[src/rtl/mp3_granule_sequencer.sv]
// Granule scheduler for the HUFF and SYN engines: ping-pong over two granule buffers,
// SYN paced by PCM RAM space, with a per-engine watchdog that aborts a hung engine.
module mp3_granule_sequencer #(
    parameter int unsigned TIMEOUT_W  = 20,
    parameter bit          TIMEOUT_EN = 1'b1
) (
    input  logic CLK_I,
    input  logic global_rst_n,
    input  logic module_en,
    input  logic frame_valid,
    input  logic frame_stereo,
    output logic frame_ack,
    output logic frame_done,
    output logic huff_start,
    output logic huff_buf_sel,
    output logic huff_gr,
    output logic huff_ch,
    input  logic huff_done,
    output logic syn_start,
    output logic syn_buf_sel,
    output logic syn_gr,
    output logic syn_ch,
    input  logic syn_done,
    input  logic pcm_slot_free,
    output logic busy,
    output logic err_timeout
);
    typedef enum logic [1:0] {H_IDLE, H_ISSUE, H_RUN} huff_state_e;
    typedef enum logic       {S_IDLE, S_RUN}          syn_state_e;

    // The counter holds the number of completed RUN cycles, so it trips as it turns all-ones.
    localparam logic [TIMEOUT_W-1:0] WD_LAST = {{(TIMEOUT_W-1){1'b1}}, 1'b0};
    localparam logic [TIMEOUT_W-1:0] WD_ONE  = {{(TIMEOUT_W-1){1'b0}}, 1'b1};

    huff_state_e h_state_q, h_state_d;
    syn_state_e  s_state_q, s_state_d;
    logic [1:0]      buf_full_q, buf_full_d;
    logic [1:0][2:0] tag_q, tag_d;
    logic hp_q, hp_d, sp_q, sp_d;
    logic stereo_q, stereo_d;
    logic [1:0] unit_q, unit_d;
    logic [TIMEOUT_W-1:0] h_wd_q, h_wd_d, s_wd_q, s_wd_d;
    logic err_q, err_d;
    logic frame_ack_q, frame_ack_d, frame_done_q, frame_done_d;
    logic huff_start_q, huff_start_d, huff_sel_q, huff_sel_d;
    logic huff_gr_q, huff_gr_d, huff_ch_q, huff_ch_d;
    logic syn_start_q, syn_start_d, syn_sel_q, syn_sel_d;
    logic syn_gr_q, syn_gr_d, syn_ch_q, syn_ch_d;
    logic busy_q, busy_d;

    logic cur_gr, cur_ch, cur_last;
    logic h_done_ok, s_done_ok, h_to, s_to;

    // Unit order: stereo walks (g,c) = 00,01,10,11; mono walks 00,10.
    assign cur_gr   = stereo_q ? unit_q[1] : unit_q[0];
    assign cur_ch   = stereo_q & unit_q[0];
    assign cur_last = stereo_q ? (unit_q == 2'd3) : (unit_q == 2'd1);

    assign h_done_ok = (h_state_q == H_RUN) && huff_done && !huff_start_q;
    assign s_done_ok = (s_state_q == S_RUN) && syn_done && !syn_start_q;
    assign h_to = TIMEOUT_EN && (h_state_q == H_RUN) && (h_wd_q == WD_LAST) && !h_done_ok;
    assign s_to = TIMEOUT_EN && (s_state_q == S_RUN) && (s_wd_q == WD_LAST) && !s_done_ok;

    always_comb begin
        h_state_d    = h_state_q;
        s_state_d    = s_state_q;
        buf_full_d   = buf_full_q;
        tag_d        = tag_q;
        hp_d         = hp_q;
        sp_d         = sp_q;
        stereo_d     = stereo_q;
        unit_d       = unit_q;
        h_wd_d       = h_wd_q;
        s_wd_d       = s_wd_q;
        err_d        = err_q;
        frame_ack_d  = 1'b0;
        frame_done_d = 1'b0;
        huff_start_d = 1'b0;
        huff_sel_d   = huff_sel_q;
        huff_gr_d    = huff_gr_q;
        huff_ch_d    = huff_ch_q;
        syn_start_d  = 1'b0;
        syn_sel_d    = syn_sel_q;
        syn_gr_d     = syn_gr_q;
        syn_ch_d     = syn_ch_q;

        unique case (h_state_q)
            H_IDLE: if (frame_valid && module_en && !err_q) begin
                h_state_d   = H_ISSUE;
                frame_ack_d = 1'b1;
                stereo_d    = frame_stereo;
                unit_d      = 2'd0;
            end
            H_ISSUE: if (!buf_full_q[hp_q] && module_en && !err_q) begin
                h_state_d    = H_RUN;
                huff_start_d = 1'b1;
                huff_sel_d   = hp_q;
                huff_gr_d    = cur_gr;
                huff_ch_d    = cur_ch;
                h_wd_d       = '0;
            end
            H_RUN: begin
                h_wd_d = h_wd_q + WD_ONE;
                if (h_done_ok) begin
                    buf_full_d[hp_q] = 1'b1;
                    tag_d[hp_q]      = {cur_gr, cur_ch, cur_last};
                    hp_d             = ~hp_q;
                    unit_d           = unit_q + 2'd1;
                    h_state_d        = cur_last ? H_IDLE : H_ISSUE;
                end
            end
            default: h_state_d = H_IDLE;
        endcase

        // SYN clears a different buffer than HUFF sets, so both updates can land together.
        unique case (s_state_q)
            S_IDLE: if (buf_full_q[sp_q] && pcm_slot_free && module_en && !err_q) begin
                s_state_d   = S_RUN;
                syn_start_d = 1'b1;
                syn_sel_d   = sp_q;
                syn_gr_d    = tag_q[sp_q][2];
                syn_ch_d    = tag_q[sp_q][1];
                s_wd_d      = '0;
            end
            S_RUN: begin
                s_wd_d = s_wd_q + WD_ONE;
                if (s_done_ok) begin
                    buf_full_d[sp_q] = 1'b0;
                    sp_d             = ~sp_q;
                    s_state_d        = S_IDLE;
                    frame_done_d     = tag_q[sp_q][0];
                end
            end
            default: s_state_d = S_IDLE;
        endcase

        if (h_to || s_to) begin
            h_state_d    = H_IDLE;
            s_state_d    = S_IDLE;
            buf_full_d   = 2'b00;
            hp_d         = 1'b0;
            sp_d         = 1'b0;
            h_wd_d       = '0;
            s_wd_d       = '0;
            err_d        = 1'b1;
            frame_done_d = 1'b0;
        end

        busy_d = (h_state_d != H_IDLE) | (s_state_d != S_IDLE) | (|buf_full_d);
    end

    always_ff @(posedge CLK_I) begin
        if (!global_rst_n) begin
            h_state_q    <= H_IDLE;
            s_state_q    <= S_IDLE;
            buf_full_q   <= 2'b00;
            tag_q        <= '0;
            hp_q         <= 1'b0;
            sp_q         <= 1'b0;
            stereo_q     <= 1'b0;
            unit_q       <= 2'd0;
            h_wd_q       <= '0;
            s_wd_q       <= '0;
            err_q        <= 1'b0;
            frame_ack_q  <= 1'b0;
            frame_done_q <= 1'b0;
            huff_start_q <= 1'b0;
            huff_sel_q   <= 1'b0;
            huff_gr_q    <= 1'b0;
            huff_ch_q    <= 1'b0;
            syn_start_q  <= 1'b0;
            syn_sel_q    <= 1'b0;
            syn_gr_q     <= 1'b0;
            syn_ch_q     <= 1'b0;
            busy_q       <= 1'b0;
        end else begin
            h_state_q    <= h_state_d;
            s_state_q    <= s_state_d;
            buf_full_q   <= buf_full_d;
            tag_q        <= tag_d;
            hp_q         <= hp_d;
            sp_q         <= sp_d;
            stereo_q     <= stereo_d;
            unit_q       <= unit_d;
            h_wd_q       <= h_wd_d;
            s_wd_q       <= s_wd_d;
            err_q        <= err_d;
            frame_ack_q  <= frame_ack_d;
            frame_done_q <= frame_done_d;
            huff_start_q <= huff_start_d;
            huff_sel_q   <= huff_sel_d;
            huff_gr_q    <= huff_gr_d;
            huff_ch_q    <= huff_ch_d;
            syn_start_q  <= syn_start_d;
            syn_sel_q    <= syn_sel_d;
            syn_gr_q     <= syn_gr_d;
            syn_ch_q     <= syn_ch_d;
            busy_q       <= busy_d;
        end
    end

    assign frame_ack    = frame_ack_q;
    assign frame_done   = frame_done_q;
    assign huff_start   = huff_start_q;
    assign huff_buf_sel = huff_sel_q;
    assign huff_gr      = huff_gr_q;
    assign huff_ch      = huff_ch_q;
    assign syn_start    = syn_start_q;
    assign syn_buf_sel  = syn_sel_q;
    assign syn_gr       = syn_gr_q;
    assign syn_ch       = syn_ch_q;
    assign busy         = busy_q;
    assign err_timeout  = err_q;

endmodule
[config.mk]
export PLATFORM = sky130hd
export DESIGN_NAME = mp3_granule_sequencer
export DESIGN_NICKNAME = d
export VERILOG_FILES = /design/src/rtl/mp3_granule_sequencer.sv
export SDC_FILE = /design/constraint.sdc
export NUM_CORES = 1
export LEC_CHECK = 0
export ABC_AREA = 0
export BUFFER_PORTS_ARGS = -buffer_cell sky130_fd_sc_hd__buf_2
export CAP_MARGIN = 15
export CORE_MARGIN = 2
export CORE_UTILIZATION = 60
export DETAILED_ROUTE_END_ITERATION = 8
export HOLD_SLACK_MARGIN = 0.1
export PLACE_DENSITY_LB_ADDON = 0.25
export SLEW_MARGIN = 20
export SYNTH_ARGS = -nofsm -noshare
export SYNTH_HDL_FRONTEND = slang
export SYNTH_SLANG_ARGS = --single-unit
[constraint.sdc]
create_clock -name CLK_I -period 2.4 [get_ports CLK_I]
set_clock_uncertainty 0.2 [all_clocks]
set_input_delay 0.48 -clock CLK_I [delete_from_list [all_inputs] [get_ports CLK_I]]
set_output_delay 0.48 -clock CLK_I [all_outputs]
set_load 0.03 [all_outputs]
==> run_results.csv, run 1 <==
group,metric,value,unit
floorplan,coreArea,5200,sq um
setup_path,end_kind,"flop",
synth,yosys.area.top_type,"dfxtp_1",
floorplan,die_area,6100,sq um
setup_path,cp_slowest_cell,"dfxtp_1",
placed_design,place_area,3450,sq um
floorplan,start_util,63.3,%
pwr,ir_drop,0.000571,V
global_route,grt_pass1_vias,2420,
synth,synth_top_cells_by_area,"dfxtp_1 41%, nor2_1 5.5%, nand2_1 4.9%",
setup_path,cpLargestDelayFamily,"simple AND/OR/NAND/NOR gates",
clocking,cts_made_buffers,9,
layout,drive_above_1_share,18.0,%
clocking,cts_tree,"yes",
min_path,hold_class,"primary input to flop",
setup_path,cp_num_buf_inv,0,
synth,synthDistinctLibCells,52,
detailed_routing,routedWlPerCell,13.8,microns
placed_design,dp_slack,343,ps
synth,synth_top_cell_area_share,41.3,%
layout,finalCoreUtilization,70.1,%
setup_path,crit_arrival,2150,ps
setup_path,crit_path_start_kind,"flop",
global_route,grt_start_max_net_pins,27,
timing,hold_viol_final,0,
timing,fmax,0.480,GHz
synth,yosysSeqAreaShare,41.3,%
global_route,antenna_found_initial,0,
synth,syn_inst,376,
layout,area_growth,10.7,%
detailed_routing,ant_nets,0,
synth,synth_area,3300,sq um
clocking,cts_hold_buf,0,
timing,timing.slew.headroom,69.0,%
layout,num-nets-final,406,
synth,ys_ff_latch,68,
flow_run,maxCapViolCount,0,
clocking,insertion_delay,340,ps
global_route,grt_overflow,0,
pwr,leakagePower,1.39,nW
synth,postSynthAreaPerCell,8.77,sq um
outcome,status,"completed",
setup_path,worstPathCellList,"and4b_1 > nor4b_4 > nand3_1 > mux2_4 > nor2_2",
timing,timing.final.ws_setup,318,ps
timing,min_period_over_period,86.8,%
placed_design,numPortBuffers,19,
setup_path,crit_path_max_incr_delay,530,ps
synth,async_reset_ff_share,0,%
global_route,grt_pass1_wl,10900,microns
floorplan,io_pins,20,
synth,synth_edf_count,0,
synth,ys.flop_type,"dfxtp_1",
layout,final.fill_count,420,
setup_path,cp_num_cells,5,
detailed_routing,vias_per_cell,5.77,
synth,yosysWarnings,0,
setup_path,required,2470,ps
clocking,cts_buffer_depth,2,
clocking,clkSlewWorstSetupHoldPaths,70,ps
pwr,p_per_area,598,nW/um^2
floorplan,num_rows,26,
synth,synth_nets,388,
clocking,clock_sinks,68,
global_route,grt_usage,22.3,%
timing,setup-violations-final,0,
floorplan,die_h,78.1,microns
clocking,post_cts_buffers,0,
timing,drv_slew,0,
detailed_routing,vias,2704,
detailed_routing,totalWireLength,6460,microns
clocking,cts_resized,0,
detailed_routing,route.detailed.drc,0,
placed_design,gp_congestion,0.785,
min_path,hold_path_depth,3,
clocking,htree_levels,3,
detailed_routing,drt_first_iter_violations,146,
layout,design_area,3650,sq um
clocking,root_buffer,"clkbuf_8",
detailed_routing,first_pass_iters,4,
layout,num_antenna_cells,0,
placed_design,dp_hpwl,4490,microns
floorplan,chipWidth,78.1,microns
timing,worst_pin_slew,464,ps
timing,fin_crit,2080,ps
setup_path,reg2regPathDepth,5,
setup_path,crit_fanout,10,
setup_path,criticalPathCategory,"flop to flop",
timing,rsz0062_at_grt,"no",
timing,fin_setup_tns,0,ps
[power breakdown]
group          switching, mW  total (mW)  internal [mW]
Combinational         0.0627      0.0996         0.0369
Sequential            0.0154        1.15           1.14
Clock                  0.425       0.931          0.506
Total                  0.503        2.18           1.68
[final timing paths]
path | slack (ps) | startpoint | to
worst max-delay path | 320 | h_state_q[1] | h_wd_q[17]
worst min-delay path | 220 | frame_stereo | stereo_q
worst max register to register | 320 | h_state_q[1] | h_wd_q[17]
worst min register to register | 260 | syn_buf_sel | syn_buf_sel
[stage by stage]
step           power (mW)  hold WS (ps)  cells
2_1_floorplan        1.25           243    376
3_3_place_gp         1.28           248    453
3_5_place_dp         1.28           255    453
4_1_cts              2.20           214    469
5_1_grt              2.26           247    469
6_report             2.18           218    469
[Yosys cell counts, types with 6 or more instances]
library cell / n
nand4_1: 12
and2_1: 6
buf_2: 8
clkbuf_1: 7
and4_1: 6
nor3_1: 6
a21oi_1: 16
mux2_2: 14
nand3_1: 27
mux2i_1: 8
a21boi_0: 8
nand2_1: 43
dfxtp_1: 68
inv_1: 13
nor2_1: 48
[area by class of cell]
cell class / count / area [sq um] / share of cell area (%)
clock buffer: 10 / 138 / 3.77
timing repair buffer: 25 / 153 / 4.18
multi-input combinational: 277 / 1800 / 49.3
tap: 70 / 87.6 / 2.40
inverter: 13 / 48.8 / 1.34
sequential: 68 / 1360 / 37.3
clock inverter: 6 / 63.8 / 1.75
[registers in the layout, summed over array words and instances (netlist names), 2 cells and up]
register,cells
tag_q,6
buf_full_q,2
h_state_q,2
s_wd_q,20
unit_q,2
h_wd_q,20
[layer usage]
metal  track usage [%]  wire length [microns]
met5                 0                      0
met4              8.95                     88
met3              3.56                    161
met2              37.6                   3030
met1              28.6                   3180
[worst register-to-register path, cell delays in order (launching register included)]
cell and delay, ps:
dfxtp_1 530, and4b_1 360, nor4b_4 390, nand3_1 150, mux2_4 320, nor2_2 70
[cells in the final DEF (no fill, tap or decap), types with 8 or more instances in the layout]
| master | netlist | routed |
|---|---|---|
| a21boi_0 | 8 | 8 |
| buf_2 | 8 | 19 |
| nand2_1 | 43 | 43 |
| nand3_1 | 27 | 26 |
| dfxtp_1 | 68 | 68 |
| a21oi_1 | 16 | 16 |
| clkbuf_8 | 0 | 10 |
| mux2i_1 | 8 | 8 |
| nand4_1 | 12 | 12 |
| mux2_2 | 14 | 14 |
| nor2_1 | 48 | 48 |
| inv_1 | 13 | 13 |
[cells by family after synthesis]
kind of cell    after synthesis  share of synthesized area, %
simple gates                184                          30.7
flops                        68                          41.3
compound gates               59                          12.4
buf+inv                      31                          4.29
mux                          26                          8.80
xor+xnor                      4                          1.06
fa+ha+maj                     4                          1.52
Power figures use the tool's default switching activity.
==> inputs of run 2 (changes only) <==
- CORE_UTILIZATION: 60 -> 65
- clock period: 2.4 -> 2.6 ns (I/O delays scaled with it)
==> run 2 against run 1 <==
Maximum frequency grew 1.7%. Critical path depth is the same. Combinational power shrank 12%. Setup slack gained 240 ps. Global-route usage grew 3.9 points. Register-to-register slack gained 240 ps. Highest routed layer unchanged.
==> run_results.csv, run 2 (same netlist as run 1, synthesis figures left out) <==
group,metric,value,unit
clocking,cts_resized,0,
setup_path,crit_path_start_kind,"flop",
detailed_routing,vias_per_cell,5.89,
clocking,root_buffer,"clkbuf_8",
clocking,htree_levels,3,
detailed_routing,drt_first_iter_violations,155,
timing,rsz0062_at_grt,"no",
timing,timing.slew.headroom,66.8,%
layout,area_growth,10.2,%
clocking,cts_buffer_depth,2,
pwr,ir_drop,0.000453,V
layout,mostFrequentLayoutCell,"dfxtp_1",
layout,drive_above_1_share,17.2,%
timing,min_period_over_period,78.7,%
placed_design,dp_hpwl,4680,microns
detailed_routing,totalWireLength,6670,microns
placed_design,gp_congestion,0.791,
clocking,clkSlewWorstSetupHoldPaths,70,ps
clocking,post_cts_buffers,0,
detailed_routing,vias,2729,
setup_path,crit_path_max_incr_delay,510,ps
global_route,grt_pass1_vias,2514,
floorplan,coreArea,4820,sq um
clocking,cts_made_buffers,9,
floorplan,chipWidth,75.2,microns
setup_path,rrSetupSlack,550,ps
floorplan,start_util,68.4,%
placed_design,dp_cells,448,
detailed_routing,routedWlPerCell,14.4,microns
min_path,hold_class,"primary input to flop",
detailed_routing,route.detailed.drc,0,
timing,fin_crit,2050,ps
timing,setup-violations-final,0,
min_path,min_from,"frame_stereo",
clocking,cts_hold_buf,0,
floorplan,num_rows,25,
pwr,leakagePower,1.38,nW
layout,num-nets-final,404,
detailed_routing,ant_nets,0,
setup_path,end_kind,"flop",
layout,largestRegisters,"h_wd_q (20), s_wd_q (20), tag_q (6)",
layout,instances_no_fill,463,
global_route,grt_pass1_wl,11100,microns
layout,mostFrequentLayoutCells,"68 x dfxtp_1, 48 x nor2_1, 43 x nand2_1",
setup_path,crit_fanout,10,
timing,hold_viol_final,0,
clocking,cts_tree,"yes",
setup_path,r2r-start,"h_state_q[1]",
timing,fin_setup_tns,0,ps
layout,final.fill_count,371,
timing,whs,239,ps
timing,drv_slew,0,
global_route,grt_overflow,0,
global_route,grt_usage,26.2,%
setup_path,worstPathCellList,"and4b_1 > nor4b_4 > nand3_1 > mux2_4 > nor2_2",
floorplan,die_h,75.2,microns
setup_path,criticalPathCategory,"flop to flop",
setup_path,required,2690,ps
clocking,clock_sinks,68,
pwr,p_per_area,582,nW/um^2
setup_path,cp_slowest_cell,"dfxtp_1",
global_route,antenna_found_initial,0,
floorplan,io_pins,20,
detailed_routing,first_pass_iters,5,
floorplan,die_area,5660,sq um
clocking,insertion_delay,350,ps
flow_run,maxCapViolCount,0,
placed_design,numPortBuffers,19,
outcome,status,"completed",
layout,finalCoreUtilization,75.4,%
global_route,grt_start_max_net_pins,30,
setup_path,startpoint,"h_state_q[1]",
timing,worst_pin_slew,496,ps
timing,fmax,0.489,GHz
setup_path,crit_arrival,2140,ps
layout,num_antenna_cells,0,
[run 2: changes by cell type in the layout (fill, tap and decap cells not counted), sizes merged]
| cell | before | now |
|---|---|---|
| clkinvlp | 2 | 0 |
| clkbuf | 10 | 11 |
| clkinv | 3 | 2 |
| buf | 25 | 23 |
| bufinv | 1 | 2 |
[run 2: layout make-up]
class / instances / area, sq um / area share (%)
clock inverters: 4 / 73.8 / 2.03
clock buffers: 11 / 141 / 3.89
flip-flops and latches: 68 / 1360 / 37.5
repair buffers: 23 / 125 / 3.44
inverters: 13 / 48.8 / 1.34
well taps: 67 / 83.8 / 2.31
multi-input cells: 277 / 1800 / 49.5
[run 2: worst paths after layout]
| path | end | cells past startpoint |
|---|---|---|
| max | h_wd_q[13] | 5 |
| min | stereo_q | 3 |
| max reg2reg | h_wd_q[13] | 5 |
| min reg2reg | syn_buf_sel | 2 |
[run 2: metal layers]
| layer | vias to the layer above | track usage, % | share of wire (%) |
|---|---|---|---|
| met1 | 1273 | 31.7 | 44 |
| met3 | 11 | 8.84 | 5.9 |
| met2 | 81 | 43.7 | 49 |
| li1 | 1364 | - | - |
| met4 | 0 | 9.55 | 1.6 |
| met5 | - | 0 | 0 |
[run 2: critical path: cells and delay by family (launching register included)]
kind | cells | cell delay, ps
flip-flops | 1 | 510
AND/OR/NAND/NOR | 4 | 960
multiplexers | 1 | 330
[run 2: through the flow]
| stage | area (sq um) | power (mW) | setup slack (ps) |
|---|---|---|---|
| 3_3_place_gp | 3420 | 1.17 | 564 |
| 2_1_floorplan | 3300 | 1.15 | 633 |
| 4_1_cts | 3630 | 2.11 | 556 |
| 6_report | 3630 | 2.11 | 553 |
| 5_1_grt | 3630 | 2.16 | 358 |
| 3_5_place_dp | 3420 | 1.18 | 543 |
[run 2: where the power goes]
group | internal (mW) | switching [mW]
registers | 1.05 | 0.0135
logic | 0.0315 | 0.0566
clock network | 0.561 | 0.399
==> inputs of run 3 (changes only) <==
- ABC_AREA: 0 -> 1
- CORE_UTILIZATION: 65 -> 61
- clock period: 2.6 -> 1.9 ns (I/O delays scaled with it)
==> run 3 against run 2 <==
Clock power is 58% higher. Global-route usage grew 1.1 points. Maximum frequency rose by 15%.
==> run_results.csv, run 3 <==
group,metric,value,unit
outcome,status,"completed",
timing,fin_setup_tns,0,ps
global_route,grt_pass1_vias,3129,
setup_path,crit_end,"h_wd_q[10]",
global_route,grt_overflow,0,
synth,synth-compound-area-share,13.2,%
synth,synth_xor_area_share,0.250,%
layout,area_growth,14.5,%
layout,drive_above_1_share,17.0,%
floorplan,coreArea,5510,sq um
layout,num-nets-final,567,
synth,synth_top_family_by_area,"simple AND/OR/NAND/NOR gates",
clocking,insertion_delay,350,ps
clocking,root_buffer,"clkbuf_8",
synth,synthDistinctLibCells,32,
placed_design,numPortBuffers,19,
synth,yosysWarnings,0,
floorplan,die_area,6350,sq um
pwr,swShare,22.0,%
synth,synth_edf_count,0,
detailed_routing,totalWireLength,8070,microns
synth,yosys.area.top_type,"dfxtp_1",
timing,whs,115,ps
global_route,grt_usage,27.4,%
detailed_routing,vias,3358,
synth,synthSimpleGateAreaFrac,36.8,%
global_route,grt_pass1_wl,13800,microns
timing,setup-violations-final,0,
floorplan,num_rows,27,
synth,syn_inst,521,
timing,fmax,0.564,GHz
layout,final-seq-area,1360,sq um
clocking,cts_made_buffers,9,
floorplan,chipWidth,79.7,microns
setup_path,crit_fanout,21,
setup_path,crit_path_start_kind,"flop",
pwr,pwr-share-clk,48.6,%
setup_path,criticalPathCategory,"flop to flop",
detailed_routing,ant_nets,0,
detailed_routing,drt_first_iter_violations,290,
pwr,switchingPower,0.689,mW
synth,ys_ff_latch,68,
clocking,cts_buffer_depth,2,
synth,yosysSeqAreaShare,38.9,%
setup_path,rrSetupSlack,130,ps
setup_path,end_kind,"flop",
floorplan,start_util,63.5,%
layout,largestRegisters,"h_wd_q (20), s_wd_q (20), tag_q (6)",
global_route,antenna_found_initial,0,
synth,muxShareOfSynthArea,0,%
synth,ys.flop_type,"dfxtp_1",
pwr,p_per_area,781,nW/um^2
timing,min_period_over_period,93.3,%
setup_path,worstPathCellList,"nand2_1 > inv_1 > nand2_1 > nor2_1 > nand3_1 > nand3_4 > buf_12 > nor2_1",
synth,yosysMostFrequentCell,"nand2_1",
timing,hold_viol_final,0,
setup_path,crit_arrival,1810,ps
layout,num_antenna_cells,0,
detailed_routing,vias_per_cell,5.31,
setup_path,crit_path_max_incr_delay,380,ps
setup_path,cp_slowest_cell,"dfxtp_1",
synth,async_reset_ff_share,0,%
clocking,htree_levels,3,
setup_path,required,1940,ps
pwr,leakagePower,1.64,nW
setup_path,r2r-start,"h_wd_q[10]",
min_path,hold_class,"primary input to flop",
synth,synth_top_cells_by_area,"dfxtp_1 39%, nand2_1 15%, nor2_1 7.9%",
setup_path,startpoint,"h_wd_q[10]",
synth,synth_area,3500,sq um
synth,postSynthAreaPerCell,6.71,sq um
layout,mostFrequentLayoutCells,"136 x nand2_1, 71 x nor2_1, 66 x dfxtp_1",
detailed_routing,route.detailed.drc,0,
pwr,pwr-share-seq,46.5,%
synth,synth_nets,533,
synth,netlist_top_cells_count,"136 x nand2_1, 74 x nor2_1, 68 x dfxtp_1",
clocking,clock_sinks,68,
setup_path,r2r-end,"h_wd_q[10]",
placed_design,dp_hpwl,5670,microns
timing,worst_pin_slew,508,ps
detailed_routing,routedWlPerCell,12.8,microns
floorplan,die_h,79.7,microns
synth,synth_top_cell_area_share,38.9,%
layout,mostFrequentLayoutCell,"nand2_1",
timing,drv_slew,0,
floorplan,io_pins,20,
layout,multi_input_area,1820,sq um
layout,finalCoreUtilization,72.7,%
clocking,cts_tree,"yes",
detailed_routing,first_pass_iters,5,
timing,fin_crit,1770,ps
timing,timing.slew.headroom,65.8,%
setup_path,reg2regPathDepth,8,
placed_design,gp_congestion,0.860,
pwr,ir_drop,0.000520,V
pwr,p_int,2.44,mW
clocking,cts_hold_buf,0,
clocking,clkSlewWorstSetupHoldPaths,70,ps
global_route,grt_start_max_net_pins,22,
pwr,combPwrFrac,4.9,%
layout,final.fill_count,445,
flow_run,maxCapViolCount,0,
synth,synthAdderAreaFrac,1.43,%
-- run 3: kinds of logic after synthesis --
| kind of cell | count (synthesis) |
|---|---|
| AND/OR/NAND/NOR | 293 |
| flip-flops | 68 |
| AO/OA/AOI/OAI | 78 |
| XOR/XNOR | 1 |
| buffers and inverters | 77 |
| adder cells (fa/ha/maj) | 4 |
-- run 3: metal layers --
metal | part of all wire [%] | wire length (microns) | global-route usage [%]
met5 | 0 | 0 | 0
met4 | 1.4 | 111 | 8.62
met3 | 3.9 | 315 | 5.77
met2 | 49 | 3940 | 46.2
met1 | 46 | 3710 | 34.9
-- run 3: power by group through the flow --
| stage | logic [mW] | registers, mW | clock network (mW) |
|---|---|---|---|
| floorplan | 0.0902 | 1.50 | 0 |
| global placement | 0.146 | 1.48 | 0 |
| detailed placement | 0.148 | 1.49 | 0 |
| CTS | 0.149 | 1.45 | 1.52 |
| global route | 0.170 | 1.45 | 1.58 |
| finish | 0.155 | 1.45 | 1.52 |
-- run 3: layout make-up --
cell class	count	area share, %
clock inverter	5	2.66
multi-input combinational	376	45.5
clock buffer	11	3.78
sequential	68	34.1
inverter	68	6.37
tap	72	2.25
timing repair buffer	32	5.44
-- run 3: timing repair --
action,CTS,global route
resized for setup,0,7
setup endpoints to repair,0,12
setup buffers,0,3
-- run 3: worst max-delay path, delay by kind of cell (launching register included) --
| family | cells | cell delay, ps |
|---|---|---|
| flops | 1 | 380 |
| simple gates | 6 | 770 |
| buf+inv | 2 | 310 |
-- run 3: per-stage QoR --
stage,instances,area [sq um],worst slack [ps],power (mW)
4_1_cts,629,3970,86.2,3.12
3_3_place_gp,613,3710,167,1.63
5_1_grt,632,4010,-2.18,3.20
3_5_place_dp,613,3710,108,1.63
6_report,632,4010,126,3.13
2_1_floorplan,521,3500,287,1.59
-- run 3: worst min-delay path by stage --
stage / start / endpoint / slack, ps / cells after the start
final: frame_stereo / stereo_q / 110 / 3
after global routing: frame_stereo / stereo_q / 160 / 3
after CTS: frame_stereo / stereo_q / 120 / 3
after detailed placement: syn_ch / syn_ch / 270 / 2
after global placement: syn_ch / syn_ch / 270 / 2
after floorplan: tag_q[3] / frame_done / 250 / 2
